## src/rtl/program_counter_stack.sv

```systemverilog
// Program counter with absolute load, signed relative branch and a hardware
// call/return stack. COUNT is the instruction fetch address; the decoder
// drives the strobes, and the control unit watches occupancy and faults.
module program_counter_stack #(
    parameter int                ADDR_W    = 8,
    parameter int                STACK_D   = 4,
    parameter logic [ADDR_W-1:0] RESET_VEC = '0,
    parameter int                STEP      = 1
) (
    input  logic                             CLK,
    input  logic                             RESET_N,
    input  logic                             EN,
    input  logic                             LOAD,
    input  logic [ADDR_W-1:0]                LOAD_ADDR,
    input  logic                             BRANCH,
    input  logic [ADDR_W-1:0]                OFFSET,
    input  logic                             CALL,
    input  logic                             RET,
    input  logic                             FAULT_CLR,
    output logic [ADDR_W-1:0]                COUNT,
    output logic                             ON,
    output logic [$clog2(STACK_D+1)-1:0]     STACK_LVL,
    output logic                             STACK_FULL,
    output logic                             STACK_EMPTY,
    output logic                             FAULT_OVF,
    output logic                             FAULT_UNF
);

    localparam int                LVL_W   = $clog2(STACK_D + 1);
    localparam logic [ADDR_W-1:0] STEP_V  = ADDR_W'(STEP);
    localparam logic [LVL_W-1:0]  LVL_MAX = LVL_W'(STACK_D);
    localparam logic [LVL_W-1:0]  LVL_ONE = LVL_W'(1);

    logic [ADDR_W-1:0]        count_q, count_d;
    logic [LVL_W-1:0]         lvl_q, lvl_d;
    logic                     ovf_q, ovf_d;
    logic                     unf_q, unf_d;
    logic [ADDR_W-1:0]        stack_q [STACK_D];

    logic                     full, empty;
    logic                     push;
    logic                     ovf_set, unf_set;
    logic [ADDR_W-1:0]        ret_addr;
    logic [ADDR_W-1:0]        top;
    logic signed [ADDR_W-1:0] count_s;
    logic signed [ADDR_W-1:0] offset_s;

    assign full     = (lvl_q == LVL_MAX);
    assign empty    = (lvl_q == '0);
    assign ret_addr = count_q + STEP_V;
    assign count_s  = $signed(count_q);
    assign offset_s = $signed(OFFSET);

    // Select the top-of-stack entry (index lvl_q-1) without a narrowing index cast
    always_comb begin
        top = '0;
        for (int i = 0; i < STACK_D; i++) begin
            if (lvl_q == LVL_W'(i + 1)) begin
                top = stack_q[i];
            end
        end
    end

    // Choose the single action for this cycle by priority LOAD > CALL > RET > BRANCH > step
    always_comb begin
        count_d = count_q;
        lvl_d   = lvl_q;
        push    = 1'b0;
        ovf_set = 1'b0;
        unf_set = 1'b0;
        if (LOAD) begin
            count_d = LOAD_ADDR;
        end else if (EN) begin
            if (CALL) begin
                if (full) begin
                    ovf_set = 1'b1;
                end else begin
                    push    = 1'b1;
                    lvl_d   = lvl_q + LVL_ONE;
                    count_d = LOAD_ADDR;
                end
            end else if (RET) begin
                if (empty) begin
                    unf_set = 1'b1;
                end else begin
                    lvl_d   = lvl_q - LVL_ONE;
                    count_d = top;
                end
            end else if (BRANCH) begin
                // Two's-complement add of equal widths wraps modulo 2^ADDR_W
                count_d = $unsigned(count_s + offset_s);
            end else begin
                count_d = count_q + STEP_V;
            end
        end
        // A fault event in the same cycle as a clear keeps the flag set
        ovf_d = ovf_set | (ovf_q & ~FAULT_CLR);
        unf_d = unf_set | (unf_q & ~FAULT_CLR);
    end

    // Control state: PC, occupancy and sticky faults, asynchronously reset
    always_ff @(posedge CLK or negedge RESET_N) begin
        if (!RESET_N) begin
            count_q <= RESET_VEC;
            lvl_q   <= '0;
            ovf_q   <= 1'b0;
            unf_q   <= 1'b0;
        end else begin
            count_q <= count_d;
            lvl_q   <= lvl_d;
            ovf_q   <= ovf_d;
            unf_q   <= unf_d;
        end
    end

    // Return-address storage; contents are meaningless above STACK_LVL so no reset
    always_ff @(posedge CLK) begin
        for (int i = 0; i < STACK_D; i++) begin
            if (push && (lvl_q == LVL_W'(i))) begin
                stack_q[i] <= ret_addr;
            end
        end
    end

    assign COUNT       = count_q;
    assign ON          = EN;
    assign STACK_LVL   = lvl_q;
    assign STACK_FULL  = full;
    assign STACK_EMPTY = empty;
    assign FAULT_OVF   = ovf_q;
    assign FAULT_UNF   = unf_q;

endmodule

```

## config.mk

```make
export PLATFORM = sky130hd
export DESIGN_NAME = program_counter_stack
export DESIGN_NICKNAME = d
export VERILOG_FILES = /design/src/rtl/program_counter_stack.sv
export SDC_FILE = /design/constraint.sdc
export NUM_CORES = 1
export LEC_CHECK = 0
export CORE_MARGIN = 2
export CORE_UTILIZATION = 49
export DETAILED_ROUTE_END_ITERATION = 12
export MAX_ROUTING_LAYER = met4
export PLACE_DENSITY = 0.74
export SETUP_SLACK_MARGIN = 0.02
export SLEW_MARGIN = 0
export SYNTH_ARGS = -nofsm -noshare
export SYNTH_HDL_FRONTEND = slang
export SYNTH_SLANG_ARGS = --single-unit
```

## constraint.sdc

```tcl
create_clock -name CLK -period 2.3 [get_ports CLK]
set_clock_uncertainty 0.15 [all_clocks]
set_input_delay 0.46 -clock CLK [delete_from_list [all_inputs] [get_ports CLK]]
set_output_delay 0.46 -clock CLK [all_outputs]
set_load 0.005 [all_outputs]
```

==> flow_summary.toml, run 1 <==
[status]
status = "finished clean"

[global_route]
grt_pass1_wl_mm = 10.9
grt_pass1_vias = 2279
overflow = 0
antenna_found_initial = 0
gr-usage-all-layers_pct = 23.6
grt_start_max_net_pins = 18

[cts]
cts_buffer_depth = 2
cts.sinks = 45
clkLatencyLatePin_ns = 0.30
htree_levels = 2
root_buffer = "clkbuf_8"
clk_pin_slew_worst_paths_ns = 0.08
cts_tree = "yes"
cts_inserted_buffers = 5

[yosys]
synth_edf_count = 32
yosysTopAreaCell = "edfxtp_1"
netlist.area_leader.share_pct = 36.3
ys_ff_latch = 45
yosysWarnings = 0
yosysSeqAreaShare_pct = 48.6
ys.flop_type = "edfxtp_1"
synth.most_common_cell = "edfxtp_1"
yosys-top-cells-count = "32 x edfxtp_1, 28 x nand2_1, 23 x o21ai_0, 19 x nor2_1, 17 x a21oi_1"
async_flop_share_pct = 28.9
mappedNetlistArea_mm2 = 0.00265
synth_cells = 259
synth_cell_types = 54
avgSynthCellArea_um2 = 10.2
synth_nets = 298
synth_area_leaders = "edfxtp_1 36%, dfrtp_1 12%, ha_1 6.6%"

[detailed_routing]
wl_per_cell_um = 16.3
vias = 2307
firstDrtPassIters = 5
drt_iter0_markers = 144
drc = 0
antenna_left = 0
viasPerCell = 5.72
drt_wl_total_mm = 6.58

[cells_and_area]
area_growth_pct = 33.6
fin_cells = 403
nets = 371
diodes = 0
layout-drive-gt1-share_pct = 21.0
fill_cells = 394

[setup_path]
cp.required_ns = 2.37
worstSetupEndpointType = "register"
path_max_fanout = 3
critPathTopFamily = "compound AO/OA/AOI/OAI gates"
cp.depth = 8
path_class = "input port to register"
r2r_cells = 9
crit_chain = "clkdlybuf4s50_1 -> ha_4 -> nor2b_4 -> o31a_1 -> o21ai_2 -> a21oi_1 -> o311a_1 -> o221ai_2"
arrival_ns = 2.29
cp_slowest_cell = "clkdlybuf4s50_1"
worst-path-buf-inv = 1
cpPeakStageDelay_ns = 0.51
critPathLaunchType = "input port"

[place]
gp_congestion = 0.925
io_buffers = 39
hpwlAfterDp_mm = 4.90
dp_worst_setup_slack_ns = -0.475
place_inst = 389

[die]
ios = 40
die_x_um = 77.5
core-area_mm2 = 0.00517
die_height_um = 77.5
die_area_mm2 = 0.00601
initial_utilization_pct = 51.2
rows = 26

[pwr]
ir_worst_vdd_v = 0.000533
p_total_w = 0.00346
power_density_mw_per_mm2 = 979
leakage_nw = 1.41

[sta]
period_needed_ns = 2.22
hold_violations = 0
setup_viol = 0
fin_crit_sh_pct = 96.5
max_slew_margin_pct = 53.8
tightest_slew_ns = 0.691
max_freq_mhz = 451
holdWs_ns = 0.377
setup_slack_ns = 0.0810
rsz0062_at_grt = "yes"
drv_slew = 0

[worst_hold_path]
min_path_cells = 2
hold_path.class = "register to register"

[run]
maxCapViolCount = 0
state kept, by name, indices dropped and copies added (netlist names):
name	cells
STACK_LVL	3
FAULT_OVF	1
FAULT_UNF	1
stack_q	32
COUNT	8
worst register-to-register path, cell delays in order, from the launching register on:
cell and delay, ns:
dfrtp_2 0.40, ha_4 0.14, inv_1 0.05, fa_2 0.41, nor2b_4 0.12, o31a_1 0.16
o21ai_2 0.06, and3_1 0.17, o311a_1 0.29, o221ai_2 0.17
timing repair:
item	4_1_cts	5_1_grt
resized for setup	14	10
setup buffers	3	3
setup endpoints to repair	4	8
hold buffers	0	0
pin swaps	5	5
metal layers:
| layer | vias to the layer above | routed length, um | global-route usage, % |
|---|---|---|---|
| li1 | 1098 | - | - |
| met4 | 0 | 31 | 4.11 |
| met3 | 7 | 448 | 5.12 |
| met2 | 95 | 3170 | 37.7 |
| met5 | - | 0 | - |
| met1 | 1107 | 2920 | 31.5 |
logic make-up (layout without fill, tap and decap cells):
family          after synthesis  count (layout)  synth area share [%]
xor+xnor                      8               8                  2.65
fa+ha+maj                    15              15                  7.37
buf+inv                      27             101                  4.87
mux                           2               2                 0.756
flops                        45              45                  48.6
simple gates                 79              79                  14.8
compound gates               83              83                  20.9
cell usage in the layout (no fill, tap or decap), types with 3 or more instances in the layout:
cell type / instances
clkbuf_8: 5
o21ai_0: 20
nand3_1: 4
nand2_1: 28
a211oi_1: 4
o21ai_1: 5
inv_1: 10
clkdlybuf4s50_1: 35
a221oi_1: 4
nor2b_4: 3
ha_1: 10
nor2b_1: 5
nor3b_1: 4
dfrtp_1: 11
dlygate4sd2_1: 3
ha_4: 3
and3_1: 3
a22oi_1: 5
o211ai_1: 6
inv_2: 4
a22o_1: 4
buf_4: 40
edfxtp_1: 32
xnor2_1: 7
a21oi_1: 17
nor2_1: 18
power by group:
group / internal (W) / leakage [nW] / total [W] / switching [W]
logic: 0.000875 / 0.908 / 0.00175 / 0.000877
clock network: 0.000331 / 0.0591 / 0.000614 / 0.000283
registers: 0.00102 / 0.443 / 0.00110 / 0.0000808
total: 0.00222 / 1.41 / 0.00346 / 0.00124
layout make-up:
cell class / count / area, um2 / area share [%]
multi-input cells: 187 / 1300 / 36.8
flip-flops and latches: 45 / 1290 / 36.4
repair buffers: 79 / 689 / 19.5
well taps: 70 / 87.6 / 2.48
clock buffers: 5 / 68.8 / 1.95
inverters: 14 / 52.6 / 1.49
clock inverters: 3 / 47.5 / 1.34
stage by stage:
stage | setup TNS, ns | util [%] | area [um2]
after floorplan | 0 | - | 2650
after global placement | -1.39 | 64.0 | 3310
after detailed placement | -1.64 | 64.0 | 3310
after CTS | 0 | 67.2 | 3470
after global routing | -0.0283 | 68.4 | 3540
final | 0 | 68.4 | 3540
worst paths after layout:
path                                 from            to  slack [ns]
max in group asynchronous         RESET_N      COUNT[0]        1.09
worst max-delay path            OFFSET[2]      COUNT[6]        0.08
worst min-delay path            FAULT_UNF     FAULT_UNF        0.38
min in group asynchronous         RESET_N  STACK_LVL[1]        0.42
worst min register to register  FAULT_UNF     FAULT_UNF        0.38
worst max register to register   COUNT[0]      COUNT[6]        0.10
Power figures use the tool's default switching activity.
==> inputs of run 2 (changes only) <==
Settings changed: CORE_ASPECT_RATIO from default to 0.75.
==> flow_summary.toml, run 2 (synthesis gave the netlist of run 1 again) <==
[global_route]
grt_pass1_wl_mm = 10.3
grt_start_max_net_pins = 18
grt_pass1_vias = 2133
antenna_found_initial = 0
overflow = 0
gr-usage-all-layers_pct = 24.2

[cts]
htree_levels = 2
clkLatencyLatePin_ns = 0.31
cts.sinks = 45
cts_tree = "yes"
root_buffer = "clkbuf_8"
cts_inserted_buffers = 5
clk_pin_slew_worst_paths_ns = 0.09
cts_buffer_depth = 2
holdBufCountCts = 0

[detailed_routing]
drt_iter0_markers = 196
vias = 2279
antenna_left = 0
wl_met2_mm = 2.87
top_layer = "met4"
viasPerCell = 5.63
firstDrtPassIters = 4
wl_met3_um = 446
drt_wl_total_mm = 6.56
drt-met1-wl_mm = 3.16
wl_per_cell_um = 16.2
drc = 0

[pwr]
leakage_nw = 1.42
ir_worst_vdd_v = 0.000625
p_total_w = 0.00357
power_density_mw_per_mm2 = 1010

[setup_path]
cp.required_ns = 2.38
critPathLaunchType = "input port"
arrival_ns = 2.28
path_max_fanout = 3
path_class = "input port to register"
worstSetupEndpointType = "register"

[die]
core-area_mm2 = 0.00527
die_height_um = 67.7
rows = 23
initial_utilization_pct = 50.3
die_x_um = 88.9
ios = 40
die_area_mm2 = 0.00601

[place]
io_buffers = 39
placed_cell_area_mm2 = 0.00330
hpwlAfterDp_mm = 4.88
gp_congestion = 0.934

[cells_and_area]
postLayoutCellArea_mm2 = 0.00355
layout-drive-gt1-share_pct = 20.3
area_growth_pct = 34.0
nets = 368
largest-register = "stack_q"
final_cell_mix = "36 x buf_4, 35 x clkdlybuf4s50_1, 32 x edfxtp_1"
diodes = 0
final_common_cell = "buf_4"
largest_reg_flops = 32

[sta]
tightest_slew_ns = 0.687
tns_ns = 0
hold_violations = 0
period_needed_ns = 2.20
max_freq_mhz = 454
max_slew_margin_pct = 54.0
rsz0062_at_grt = "no"
drv_slew = 0
fin_crit_sh_pct = 95.7
setup_viol = 0

[worst_hold_path]
hold_path.class = "register to register"

[status]
status = "finished clean"

[run]
maxCapViolCount = 0
==> run 2: per-stage QoR <==
stage | utilization, % | cells | setup slack [ns] | hold WS (ns)
after floorplan | - | 259 | 0.0730 | 0.0144
after detailed placement | 62.6 | 390 | -0.458 | 0.370
final | 67.4 | 405 | 0.0980 | 0.388
after CTS | 66.0 | 401 | 0.0299 | 0.384
after global placement | 62.6 | 390 | -0.417 | 0.364
after global routing | 67.4 | 405 | 0.0301 | 0.392
==> run 2: final timing paths <==
path | start | end | slack, ns | cells past startpoint
min in group asynchronous | RESET_N | FAULT_UNF | 0.41 | 1
worst max-delay path | OFFSET[2] | COUNT[6] | 0.1 | 8
worst max register to register | COUNT[0] | COUNT[6] | 0.11 | 9
worst min-delay path | FAULT_UNF | FAULT_UNF | 0.39 | 2
max in group asynchronous | RESET_N | COUNT[0] | 1.11 | 1
worst min register to register | FAULT_UNF | FAULT_UNF | 0.39 | 2
==> run 2: final cells by class <==
cell class / count / area (um2)
Clock buffer: 5 / 68.8
Clock inverter: 3 / 68.8
Fill cell: 414 / 1720
Inverter: 14 / 52.6
Multi-Input combinational cell: 187 / 1290
Sequential cell: 45 / 1290
Tap cell: 75 / 93.8
Timing Repair Buffer: 76 / 683
==> run 2: repair_timing <==
item / CTS / global route
setup buffers: 3 / 4
resized for setup: 12 / 10
pin swaps: 9 / 4
gates cloned: 0 / 0
endpoints found under the setup margin: 5 / 9
==> run 2: layer usage <==
layer | track usage [%] | vias to the layer above
li1 | - | 1094
met1 | 34.0 | 1087
met2 | 34.8 | 89
met3 | 5.13 | 9
met4 | 8.14 | 0
met5 | - | -
==> run 2: where the power goes <==
group / switching [W] / internal (W) / leakage, nW / total (W)
clock network: 0.000288 / 0.000437 / 0.0687 / 0.000726
logic: 0.000893 / 0.000873 / 0.910 / 0.00177
registers: 0.0000679 / 0.00101 / 0.444 / 0.00108
==> run 2: worst max-delay path, cell delays in order <==
cell and delay (ns):
clkdlybuf4s50_1 0.40, ha_1 0.34, nor2b_4 0.15, o31a_1 0.27, o21ai_2 0.15, a21oi_1 0.07
o311a_1 0.29, o221ai_2 0.15
